==> config.mk <==
export PLATFORM = sky130hd
export DESIGN_NAME = system
export DESIGN_NICKNAME = d
export VERILOG_FILES = /design/src/rtl/system_pkg.sv /design/src/rtl/system_uart_rx.sv /design/src/rtl/system.sv
export SDC_FILE = /design/constraint.sdc
export NUM_CORES = 1
export LEC_CHECK = 0
export ABC_AREA = 0
export CAP_MARGIN = 20
export CORE_MARGIN = 8
export CORE_UTILIZATION = 55
export CTS_BUF_LIST = sky130_fd_sc_hd__clkbuf_16
export DETAILED_ROUTE_END_ITERATION = 8
export MAX_ROUTING_LAYER = met4
export PLACE_DENSITY = 0.71
export SYNTH_ARGS = -nofsm -noshare
export SYNTH_HDL_FRONTEND = slang
export SYNTH_SLANG_ARGS = --single-unit
==> constraint.sdc <==
create_clock -name clk -period 3.8 [get_ports clk]
set_input_delay 0.95 -clock clk [delete_from_list [all_inputs] [get_ports clk]]
set_output_delay 0.95 -clock clk [all_outputs]
set_load 0.005 [all_outputs]
==> src/rtl/system_pkg.sv <==
// Shared constants, state encodings and helpers for the loopback self-test system.
package system_pkg;

    localparam int DATA_BITS  = 8;
    localparam int FRAME_BITS = 11;  // start + 8 data + stop + gap

    localparam logic [2:0] TX_ST_IDLE  = 3'd0;
    localparam logic [2:0] TX_ST_START = 3'd1;
    localparam logic [2:0] TX_ST_DATA  = 3'd2;
    localparam logic [2:0] TX_ST_STOP  = 3'd3;
    localparam logic [2:0] TX_ST_GAP   = 3'd4;

    localparam logic [1:0] RX_ST_IDLE  = 2'd0;
    localparam logic [1:0] RX_ST_START = 2'd1;
    localparam logic [1:0] RX_ST_DATA  = 2'd2;
    localparam logic [1:0] RX_ST_STOP  = 2'd3;

    typedef enum logic [2:0] {
        TX_IDLE  = TX_ST_IDLE,
        TX_START = TX_ST_START,
        TX_DATA  = TX_ST_DATA,
        TX_STOP  = TX_ST_STOP,
        TX_GAP   = TX_ST_GAP
    } tx_state_e;

    typedef enum logic [1:0] {
        RX_IDLE  = RX_ST_IDLE,
        RX_START = RX_ST_START,
        RX_DATA  = RX_ST_DATA,
        RX_STOP  = RX_ST_STOP
    } rx_state_e;

    function automatic int unsigned baud_div(input int unsigned clk_freq, input int unsigned baud);
        return clk_freq / baud;
    endfunction

endpackage

==> src/rtl/system_uart_rx.sv <==
// 8N1 UART receiver with 2-FF input synchroniser, mid-bit sampling and
// single-cycle valid / frame-error pulses.
module uart_rx
    import system_pkg::*;
#(
    parameter int unsigned BAUD_DIV = 43
) (
    input  logic                 clk_i,
    input  logic                 rst_ni,
    input  logic                 rxd_i,
    output logic [DATA_BITS-1:0] data_o,
    output logic                 valid_o,
    output logic                 frame_err_o
);

    localparam int unsigned CW = $clog2(BAUD_DIV);
    localparam logic [CW-1:0] FULL_M1 = CW'(BAUD_DIV - 1);
    localparam logic [CW-1:0] HALF_M1 = CW'(BAUD_DIV / 2 - 1);

    // [0],[1] synchroniser, [2] previous synchronised value for edge detect.
    // Held high in reset so the idle line does not look like a start edge.
    logic [2:0]           sync_q;
    rx_state_e            state_q, state_d;
    logic [CW-1:0]        cnt_q, cnt_d;
    logic [2:0]           bit_q, bit_d;
    logic [DATA_BITS-1:0] shift_q, shift_d;
    logic                 valid_q, valid_d;
    logic                 ferr_q, ferr_d;
    logic                 line, fall;

    assign line = sync_q[1];
    assign fall = !sync_q[1] && sync_q[2];

    always_ff @(posedge clk_i or negedge rst_ni) begin
        if (!rst_ni) begin
            sync_q  <= '1;
            state_q <= RX_IDLE;
            cnt_q   <= '0;
            bit_q   <= '0;
            shift_q <= '0;
            valid_q <= 1'b0;
            ferr_q  <= 1'b0;
        end else begin
            sync_q  <= {sync_q[1:0], rxd_i};
            state_q <= state_d;
            cnt_q   <= cnt_d;
            bit_q   <= bit_d;
            shift_q <= shift_d;
            valid_q <= valid_d;
            ferr_q  <= ferr_d;
        end
    end

    always_comb begin
        state_d = state_q;
        cnt_d   = cnt_q + 1'b1;
        bit_d   = bit_q;
        shift_d = shift_q;
        valid_d = 1'b0;
        ferr_d  = 1'b0;
        case (state_q)
            RX_IDLE: begin
                cnt_d = '0;
                if (fall) state_d = RX_START;
            end
            RX_START: begin
                if (cnt_q == HALF_M1) begin
                    cnt_d   = '0;
                    bit_d   = '0;
                    state_d = line ? RX_IDLE : RX_DATA;
                end
            end
            RX_DATA: begin
                if (cnt_q == FULL_M1) begin
                    cnt_d   = '0;
                    shift_d = {line, shift_q[DATA_BITS-1:1]};
                    bit_d   = bit_q + 3'd1;
                    if (bit_q == 3'(DATA_BITS - 1)) state_d = RX_STOP;
                end
            end
            RX_STOP: begin
                if (cnt_q == FULL_M1) begin
                    cnt_d   = '0;
                    state_d = RX_IDLE;
                    if (line) valid_d = 1'b1;
                    else      ferr_d  = 1'b1;
                end
            end
            default: state_d = RX_IDLE;
        endcase
    end

    assign data_o      = shift_q;
    assign valid_o     = valid_q;
    assign frame_err_o = ferr_q;

endmodule

==> src/rtl/system.sv <==
// Self-test top: heartbeat LED plus an incrementing-byte UART transmitter
// looped back into a checking receiver.
module system
    import system_pkg::*;
#(
    parameter int unsigned clk_freq       = 50000000,
    parameter int unsigned uart_baud_rate = 115200,
    parameter int unsigned blink_hz       = 1000
) (
    input  logic       clk,
    input  logic       rst,
    output logic [2:0] leds
);

    localparam int unsigned BAUD_DIV = baud_div(clk_freq, uart_baud_rate);
    localparam int unsigned HB_DIV   = clk_freq / blink_hz;
    localparam int unsigned CW       = $clog2(BAUD_DIV);
    localparam int unsigned HW       = $clog2(HB_DIV);
    localparam logic [CW-1:0] FULL_M1 = CW'(BAUD_DIV - 1);

    if (BAUD_DIV < 4 || FRAME_BITS != DATA_BITS + 3) begin : g_baud_chk
        $error("system: BAUD_DIV must be at least 4");
    end

    // Heartbeat
    logic [HW-1:0] hb_cnt_q;
    logic          hb_wrap;
    logic          led_hb_q;

    assign hb_wrap = (hb_cnt_q == HW'(HB_DIV - 1));

    always_ff @(posedge clk or negedge rst) begin
        if (!rst) begin
            hb_cnt_q <= '0;
            led_hb_q <= 1'b0;
        end else begin
            hb_cnt_q <= hb_wrap ? '0 : hb_cnt_q + 1'b1;
            if (hb_wrap) led_hb_q <= ~led_hb_q;
        end
    end

    // Transmitter: every state lasts one bit time; txd is registered from the
    // next state so the loopback line is glitch-free.
    tx_state_e            tx_state_q, tx_state_d;
    logic [CW-1:0]        tx_cnt_q, tx_cnt_d;
    logic [2:0]           tx_bit_q, tx_bit_d;
    logic [DATA_BITS-1:0] tx_byte_q, tx_byte_d;
    logic                 txd_q, txd_d;
    logic                 tx_tick;

    assign tx_tick = (tx_cnt_q == FULL_M1);

    always_ff @(posedge clk or negedge rst) begin
        if (!rst) begin
            tx_state_q <= TX_IDLE;
            tx_cnt_q   <= '0;
            tx_bit_q   <= '0;
            tx_byte_q  <= '0;
            txd_q      <= 1'b1;
        end else begin
            tx_state_q <= tx_state_d;
            tx_cnt_q   <= tx_cnt_d;
            tx_bit_q   <= tx_bit_d;
            tx_byte_q  <= tx_byte_d;
            txd_q      <= txd_d;
        end
    end

    always_comb begin
        tx_state_d = tx_state_q;
        tx_cnt_d   = tx_tick ? '0 : tx_cnt_q + 1'b1;
        tx_bit_d   = tx_bit_q;
        tx_byte_d  = tx_byte_q;
        if (tx_tick) begin
            case (tx_state_q)
                TX_IDLE:  tx_state_d = TX_START;
                TX_START: begin
                    tx_state_d = TX_DATA;
                    tx_bit_d   = '0;
                end
                TX_DATA: begin
                    tx_bit_d = tx_bit_q + 3'd1;
                    if (tx_bit_q == 3'(DATA_BITS - 1)) tx_state_d = TX_STOP;
                end
                TX_STOP:  tx_state_d = TX_GAP;
                TX_GAP: begin
                    tx_state_d = TX_START;
                    tx_byte_d  = tx_byte_q + 1'b1;
                end
                default:  tx_state_d = TX_IDLE;
            endcase
        end
        case (tx_state_d)
            TX_START: txd_d = 1'b0;
            TX_DATA:  txd_d = tx_byte_d[tx_bit_d];
            default:  txd_d = 1'b1;
        endcase
    end

    // Internal loopback
    logic                 rxd;
    logic [DATA_BITS-1:0] rx_data;
    logic                 rx_valid, rx_ferr;

    assign rxd = txd_q;

    uart_rx #(.BAUD_DIV(BAUD_DIV)) u_rx (
        .clk_i       (clk),
        .rst_ni      (rst),
        .rxd_i       (rxd),
        .data_o      (rx_data),
        .valid_o     (rx_valid),
        .frame_err_o (rx_ferr)
    );

    // Checker: any received byte resyncs the expectation, so one corrupted
    // byte costs a single error rather than a permanent mismatch.
    logic [DATA_BITS-1:0] exp_q, exp_d;
    logic                 led_good_q, led_good_d;
    logic                 led_err_q, led_err_d;

    always_ff @(posedge clk or negedge rst) begin
        if (!rst) begin
            exp_q      <= '0;
            led_good_q <= 1'b0;
            led_err_q  <= 1'b0;
        end else begin
            exp_q      <= exp_d;
            led_good_q <= led_good_d;
            led_err_q  <= led_err_d;
        end
    end

    always_comb begin
        exp_d      = exp_q;
        led_good_d = led_good_q;
        led_err_d  = led_err_q;
        if (rx_valid) begin
            if (rx_data == exp_q) led_good_d = ~led_good_q;
            else                  led_err_d  = 1'b1;
            exp_d = rx_data + 1'b1;
        end
        if (rx_ferr) led_err_d = 1'b1;
    end

    assign leds = {led_err_q, led_good_q, led_hb_q};

endmodule

==> results of run 1 <==
-- cell families (layout without fill, tap and decap cells) --
| logic type | Yosys count | count (layout) |
|---|---|---|
| flops | 78 | 78 |
| compound gates | 40 | 40 |
| simple gates | 147 | 147 |
| mux | 18 | 18 |
| buf+inv | 26 | 29 |
| xor+xnor | 49 | 49 |
| fa+ha+maj | 12 | 12 |
-- cell usage after synthesis, drive strengths merged, types with 3 or more instances --
cell / n
o21ai: 8
xor2: 27
nor2b: 3
a31oi: 3
clkbuf: 11
dfrtp: 74
a21oi: 13
and3: 11
a21boi: 3
nand2: 21
nor3: 5
dfstp: 4
nor4: 7
nand3: 25
or3: 3
mux2: 16
o41ai: 3
ha: 12
buf: 6
nand4: 5
xnor2: 22
nand4b: 4
nor2: 48
inv: 8
-- layer usage --
metal / part of all wire / up-vias / wire length, um
li1: - / 1287 / -
met1: 0.48 / 1302 / 3263
met2: 0.47 / 43 / 3146
met3: 0.040 / 6 / 271
met4: 0.010 / 0 / 70
met5: 0 / - / 0
-- critical path: cells and delay by family (launching register included) --
kind	cells	cell delay [ns]
AND/OR/NAND/NOR	2	1.39
flip-flops	1	0.42
AO/OA/AOI/OAI	2	0.25
multiplexers	2	0.67
-- worst max path at each step --
stage | start | end | slack (ns) | cells after the start
detailed placement | tx_cnt_q[2] | rxd | 1.04 | 6
global placement | tx_cnt_q[2] | rxd | 1.09 | 6
floorplan | tx_cnt_q[2] | rxd | 1.47 | 7
CTS | tx_cnt_q[2] | rxd | 0.99 | 6
global route | tx_cnt_q[2] | rxd | 0.89 | 6
finish | tx_cnt_q[2] | rxd | 0.99 | 6
-- report_power, final --
part           internal, W  switching [W]
sequential        0.000831              0
combinational   0.00000278      0.0000160
clock             0.000570       0.000331
-- flip-flops by register name, summed over array words and instances (netlist names), 3 cells and up, named ones only --
| register | cells |
|---|---|
| u_rx.bit_q | 3 |
| hb_cnt_q | 16 |
| u_rx.data_o | 8 |
| tx_cnt_q | 9 |
| tx_bit_q | 3 |
| u_rx.cnt_q | 9 |
| exp_q | 8 |
| tx_byte_q | 8 |
| u_rx.sync_q | 3 |
| tx_state_q | 3 |
-- final cells by class --
| cell class | instances | area [sq um] | area share |
|---|---|---|---|
| clock inverter | 6 | 87.58 | 0.02005 |
| inverter | 8 | 30.03 | 0.006875 |
| sequential | 78 | 1957 | 0.4480 |
| timing repair buffer | 6 | 65.06 | 0.01490 |
| tap | 99 | 123.9 | 0.02836 |
| clock buffer | 9 | 225.2 | 0.05156 |
| multi-input combinational | 266 | 1879 | 0.4302 |
-- through the flow --
stage	cell area, sq um	hold slack [ns]	std cells	total power (W)
final	4368	0.3594	472	0.001751
after global routing	4368	0.3627	472	0.001821
after CTS	4348	0.3591	471	0.001767
after detailed placement	4035	0.3503	456	0.0008631
after global placement	4035	0.3467	456	0.0008631
after floorplan	3999	0.3452	370	0.0008460
==> reports/metrics.yaml, run 1 <==
critPathMaxFanout: 15
hold_path_end: "u_rx.sync_q[0]"
synth.distinct_cells: 55
drcViolationCount: 0
overflow: 0
synth_area_sq_mm: 0.003999
synth_area_leader_cell: "dfrtp_1"
slowest_stage: "or4b_1"
start_util: 0.5603
hold_depth: 0
dp_hpwl_um: 4389
path_clk_slew_ns: 0.06
synth_simple_gate_area_share: 0.1990
crit_type: "reg2reg"
drive_gt1_frac: 0.1340
worst_slack_ns: 0.9852
yosys_warnings: 0
die_h_um: 101.3
ctsResizeCount: 0
yosys.area_share.adder: 0.03755
ys.flop_type: "dfrtp_1"
synth_edf_count: 0
routed_wl_um: 6752
cts_buffer_depth: 2
rr_startpoint: "tx_cnt_q[2]"
antenna_left: 0
avgSynthCellArea_sq_um: 10.81
drv_slew: 0
met3_usage: 0.03574
max_stage_delay_ns: 0.90
die_w_um: 101.3
die_area_sq_mm: 0.01025
tightest_slew_ns: 0.8584
antenna_found_initial: 0
synthMuxAreaShare: 0.05006
synthXorXnorAreaFrac: 0.1092
grt_pass1_wl_um: 11960
rows: 31
total_leakage_power_nw: 2.025
cts_buffers: 9
cts.sinks: 78
mostFrequentLayoutCells: "dfrtp_1, nor2_1, xor2_1"
ys_ff_latch: 78
diodes: 0
fin_util: 0.6120
num_io_pins: 5
core_region_area_sq_mm: 0.007137
grt.met1_usage: 0.1872
ys_async_sr_fraction: 1.000
drt_pre_antenna_iters: 4
rrSetupSlack_ns: 0.99
max_freq_mhz: 355.3
hold_buffers: 0
synth_top_family_by_area: "simple AND/OR/NAND/NOR gates"
grt_pass1_vias: 2623
setup_tns_ns: 0
tritoncts: "yes"
slew_headroom: 0.4256
final_common_cell: "dfrtp_1"
ir_drop_mv: 0.3346
crit_chain: "or4b_1 -> nor3_2 -> mux2_2 -> mux2_2 -> a22oi_1 -> a31oi_1"
setup_viol_count_final: 0
netlist_instances: 370
area_growth_pct: 9.230
period_share: 0.7407
critPathArrivalTime_ns: 3.07
cap_violations: 0
globalplace.congestion: 0.8619
synth_top_cell_area_share: 0.4631
outcome: "finished clean"
gr-usage-all-layers: 0.1510
hp-start: "rxd"
crit_top_cell: "mux2_2"
viasPerCell: 5.589
rsz0062_at_grt: "no"
end_kind: "flip-flop"
detailedPlace.worstSlack_ns: 1.038
vias: 2638
cts_root_buf: "clkbuf_16"
critical_path_required_ns: 4.05
clkLatencyLatePin_ns: 0.33
htree_levels: 3
fill_cells: 574
final.min_clock_period_ns: 2.815
grt_start_max_net_pins: 79
p_per_area_mw_per_mm2: 400.8
critPathLaunchType: "flip-flop"
finalHoldViolCount: 0
syn_nets: 384
r2r-end: "rxd"
reg2reg_depth: 6
min_path_type: "reg2reg"
synth.area.top_cells: "dfrtp_1, xor2_1, xnor2_1, nor2_1, mux2_2"
yosysSeqAreaShare: 0.4894
postCtsSetupBuffers: 0
port_buffers: 4
final.setup_skew_ns: 0.007018
post_drt_wl_per_cell_um: 14.31
use_met2: 0.2318
busiest_layer: "met2"
drtIter0Drc: 91
final_nets: 383
synth-compound-area-share: 0.07416
(Power assumes the default switching activity.)
==> run 2, diff against run 1 <==
- PLACE_DENSITY: 0.71 -> 0.74
- clock period: 3.8 -> 2.35 ns (I/O delays scaled with it)
==> reports/metrics.yaml, run 2 (synthesized netlist as in run 1, its figures left out) <==
outcome: "finished clean"
fin_cells: 490  # +3.8%
die_h_um: 101.3  # unchanged
total_leakage_power_nw: 2.159  # +6.6%
antenna_found_initial: 0  # unchanged
critPathLaunchType: "flip-flop"
htree_levels: 3  # unchanged
comb_power_share: 0.011  # about the same
drv_slew: 0  # unchanged
critical_path_required_ns: 2.60  # -1.45 ns
hold_buffers: 0  # unchanged
start_util: 0.5603  # unchanged
max_freq_mhz: 439.7  # +24%
end_kind: "flip-flop"
clkLatencyLatePin_ns: 0.33  # about the same
critPathArrivalTime_ns: 2.53  # -0.54 ns
worst_slack_ns: 0.07560  # -0.9096 ns
drtIter0Drc: 134  # +47%
max_stage_delay_ns: 0.55  # -0.35 ns
ir_drop_mv: 0.4671  # +40%
grt_start_max_net_pins: 42  # -47%
p_sw_w: 0.0005972  # +72%
final_common_cell: "dfrtp_1"
grt_pass1_vias: 2701  # +3.0%
setup_viol_count_final: 0  # unchanged
pwr-share-clk: 0.507  # -0.008
detailedPlace.worstSlack_ns: 0.03478  # -1.004 ns
globalplace.congestion: 0.8755  # +1.6%
antenna_left: 0  # unchanged
reg2reg_depth: 7  # +1
core_region_area_sq_mm: 0.007137  # unchanged
largest_register: "hb_cnt_q"
numPlacedInstances: 474  # +3.9%
top_regs: "hb_cnt_q x16, tx_cnt_q x9, u_rx.cnt_q x9"
tightest_slew_ns: 0.5045  # -0.3539 ns
area_growth_pct: 13.83
rr_startpoint: "tx_cnt_q[2]"
finalHoldViolCount: 0  # unchanged
drt_pre_antenna_iters: 4  # unchanged
final.setup_skew_ns: 0.009304  # +0.002286 ns
diodes: 0  # unchanged
power.share.sequential: 0.483  # +0.008
placed_cell_area_sq_mm: 0.004195  # +4.0%
largest_reg_flops: 16  # unchanged
tritoncts: "yes"
vias: 2719  # +3.1%
routed_wl_um: 6982  # +3.4%
grt_pass1_wl_um: 12330  # +3.1%
viasPerCell: 5.549  # -0.72%
final_cell_area_sq_mm: 0.004552  # +4.2%
final.min_clock_period_ns: 2.274  # -0.5404 ns
rrSetupSlack_ns: 0.08  # -0.91 ns
cts_buffers: 9  # unchanged
p_per_area_mw_per_mm2: 611.2  # +52%
final_nets: 400  # +4.4%
critPathMaxFanout: 15  # unchanged
slew_headroom: 0.6605  # +0.2349
sw_frac_of_total: 0.2147  # +0.01624
crit_chain: "or4b_4 -> buf_12 -> or2_4 -> o21ai_2 -> mux2_1 -> a22oi_2 -> a31oi_1"
worst_hold_slack_ns: 0.2310  # -0.1285 ns
min_path_type: "in2async"
dp_hpwl_um: 4721  # +7.6%
rsz0062_at_grt: "yes"
gr-usage-all-layers: 0.1542  # +0.003217
drive_gt1_frac: 0.1867  # +0.05265
num_io_pins: 5  # unchanged
cts_buffer_depth: 2  # unchanged
overflow: 0  # unchanged
period_share: 0.9678  # +0.2271
die_area_sq_mm: 0.01025  # unchanged
fill_cells: 575  # +0.17%
post_drt_wl_per_cell_um: 14.25  # -0.39%
r2r-end: "rxd"
cts.sinks: 78  # unchanged
path_clk_slew_ns: 0.06  # about the same
mostFrequentLayoutCells: "dfrtp_1, nor2_1, xor2_1"
port_buffers: 4  # unchanged
die_w_um: 101.3  # unchanged
drcViolationCount: 0  # unchanged
cap_violations: 0  # unchanged
cts_root_buf: "clkbuf_16"
rows: 31  # unchanged
internal-power_w: 0.002185  # +56%
crit_type: "reg2reg"
slowest_stage: "or4b_4"
==> run 2: cell count changes in the layout (fill, tap and decap cells not counted), moves of 2 or more <==
cell / delta
buf_12: +2
inv_6: +4
buf_4: +15
clkinvlp_4: -3
==> run 2: how the worst max path moves through the flow <==
stage,from,to,slack (ns)
after floorplan,tx_cnt_q[2],rxd,0.02
after global placement,tx_cnt_q[2],rxd,0.08
after detailed placement,tx_cnt_q[2],rxd,0.03
after CTS,tx_cnt_q[2],rxd,0.01
after global routing,tx_cnt_q[2],rxd,-0.04
final,tx_cnt_q[2],rxd,0.08
==> run 2: layer usage <==
layer / track usage / part of all wire / up-vias
li1: - / - / 1323
met1: 0.1888 / 0.46 / 1356
met2: 0.2439 / 0.49 / 33
met3: 0.03368 / 0.029 / 7
met4: 0.05956 / 0.013 / 0
met5: - / 0 / -
==> run 2: what timing repair did <==
action | CTS | global route
resized for setup | 0 | 12
setup buffers | 0 | 0
endpoints found under the setup margin | 0 | 2
==> run 2: per-stage QoR <==
step           TNS [ns]  utilization  power (W)
2_1_floorplan         0            -   0.001368
3_3_place_gp          0       0.5878   0.001400
6_report              0       0.6378   0.002782
4_1_cts               0       0.6304   0.002816
5_1_grt        -0.03664       0.6378   0.002865
3_5_place_dp          0       0.5878   0.001400
==> run 2: layout make-up <==
type	count	area (sq um)	area share
multi-input cells	266	1919	0.4217
flip-flops and latches	78	1957	0.4299
clock buffers	9	225.2	0.04948
inverters	8	30.03	0.006597
clock inverters	7	78.83	0.01732
well taps	99	123.9	0.02721
repair buffers	23	217.7	0.04783
==> run 2: power by group through the flow <==
stage	sequential (W)	combinational, W	clock, W
finish	0.00134	0.0000295	0.00141
global route	0.00134	0.0000360	0.00149
CTS	0.00134	0.0000324	0.00144
detailed placement	0.00137	0.0000326	0
global placement	0.00137	0.0000320	0
floorplan	0.00137	0.000000000874	0
==> run 2: critical path, delay by kind of cell, from the launching register on <==
kind                   cells  cell delay (ns)
multiplexers               1             0.36
AO/OA/AOI/OAI              3             0.46
buffers and inverters      1             0.17
AND/OR/NAND/NOR            2             0.83
flip-flops                 1             0.38
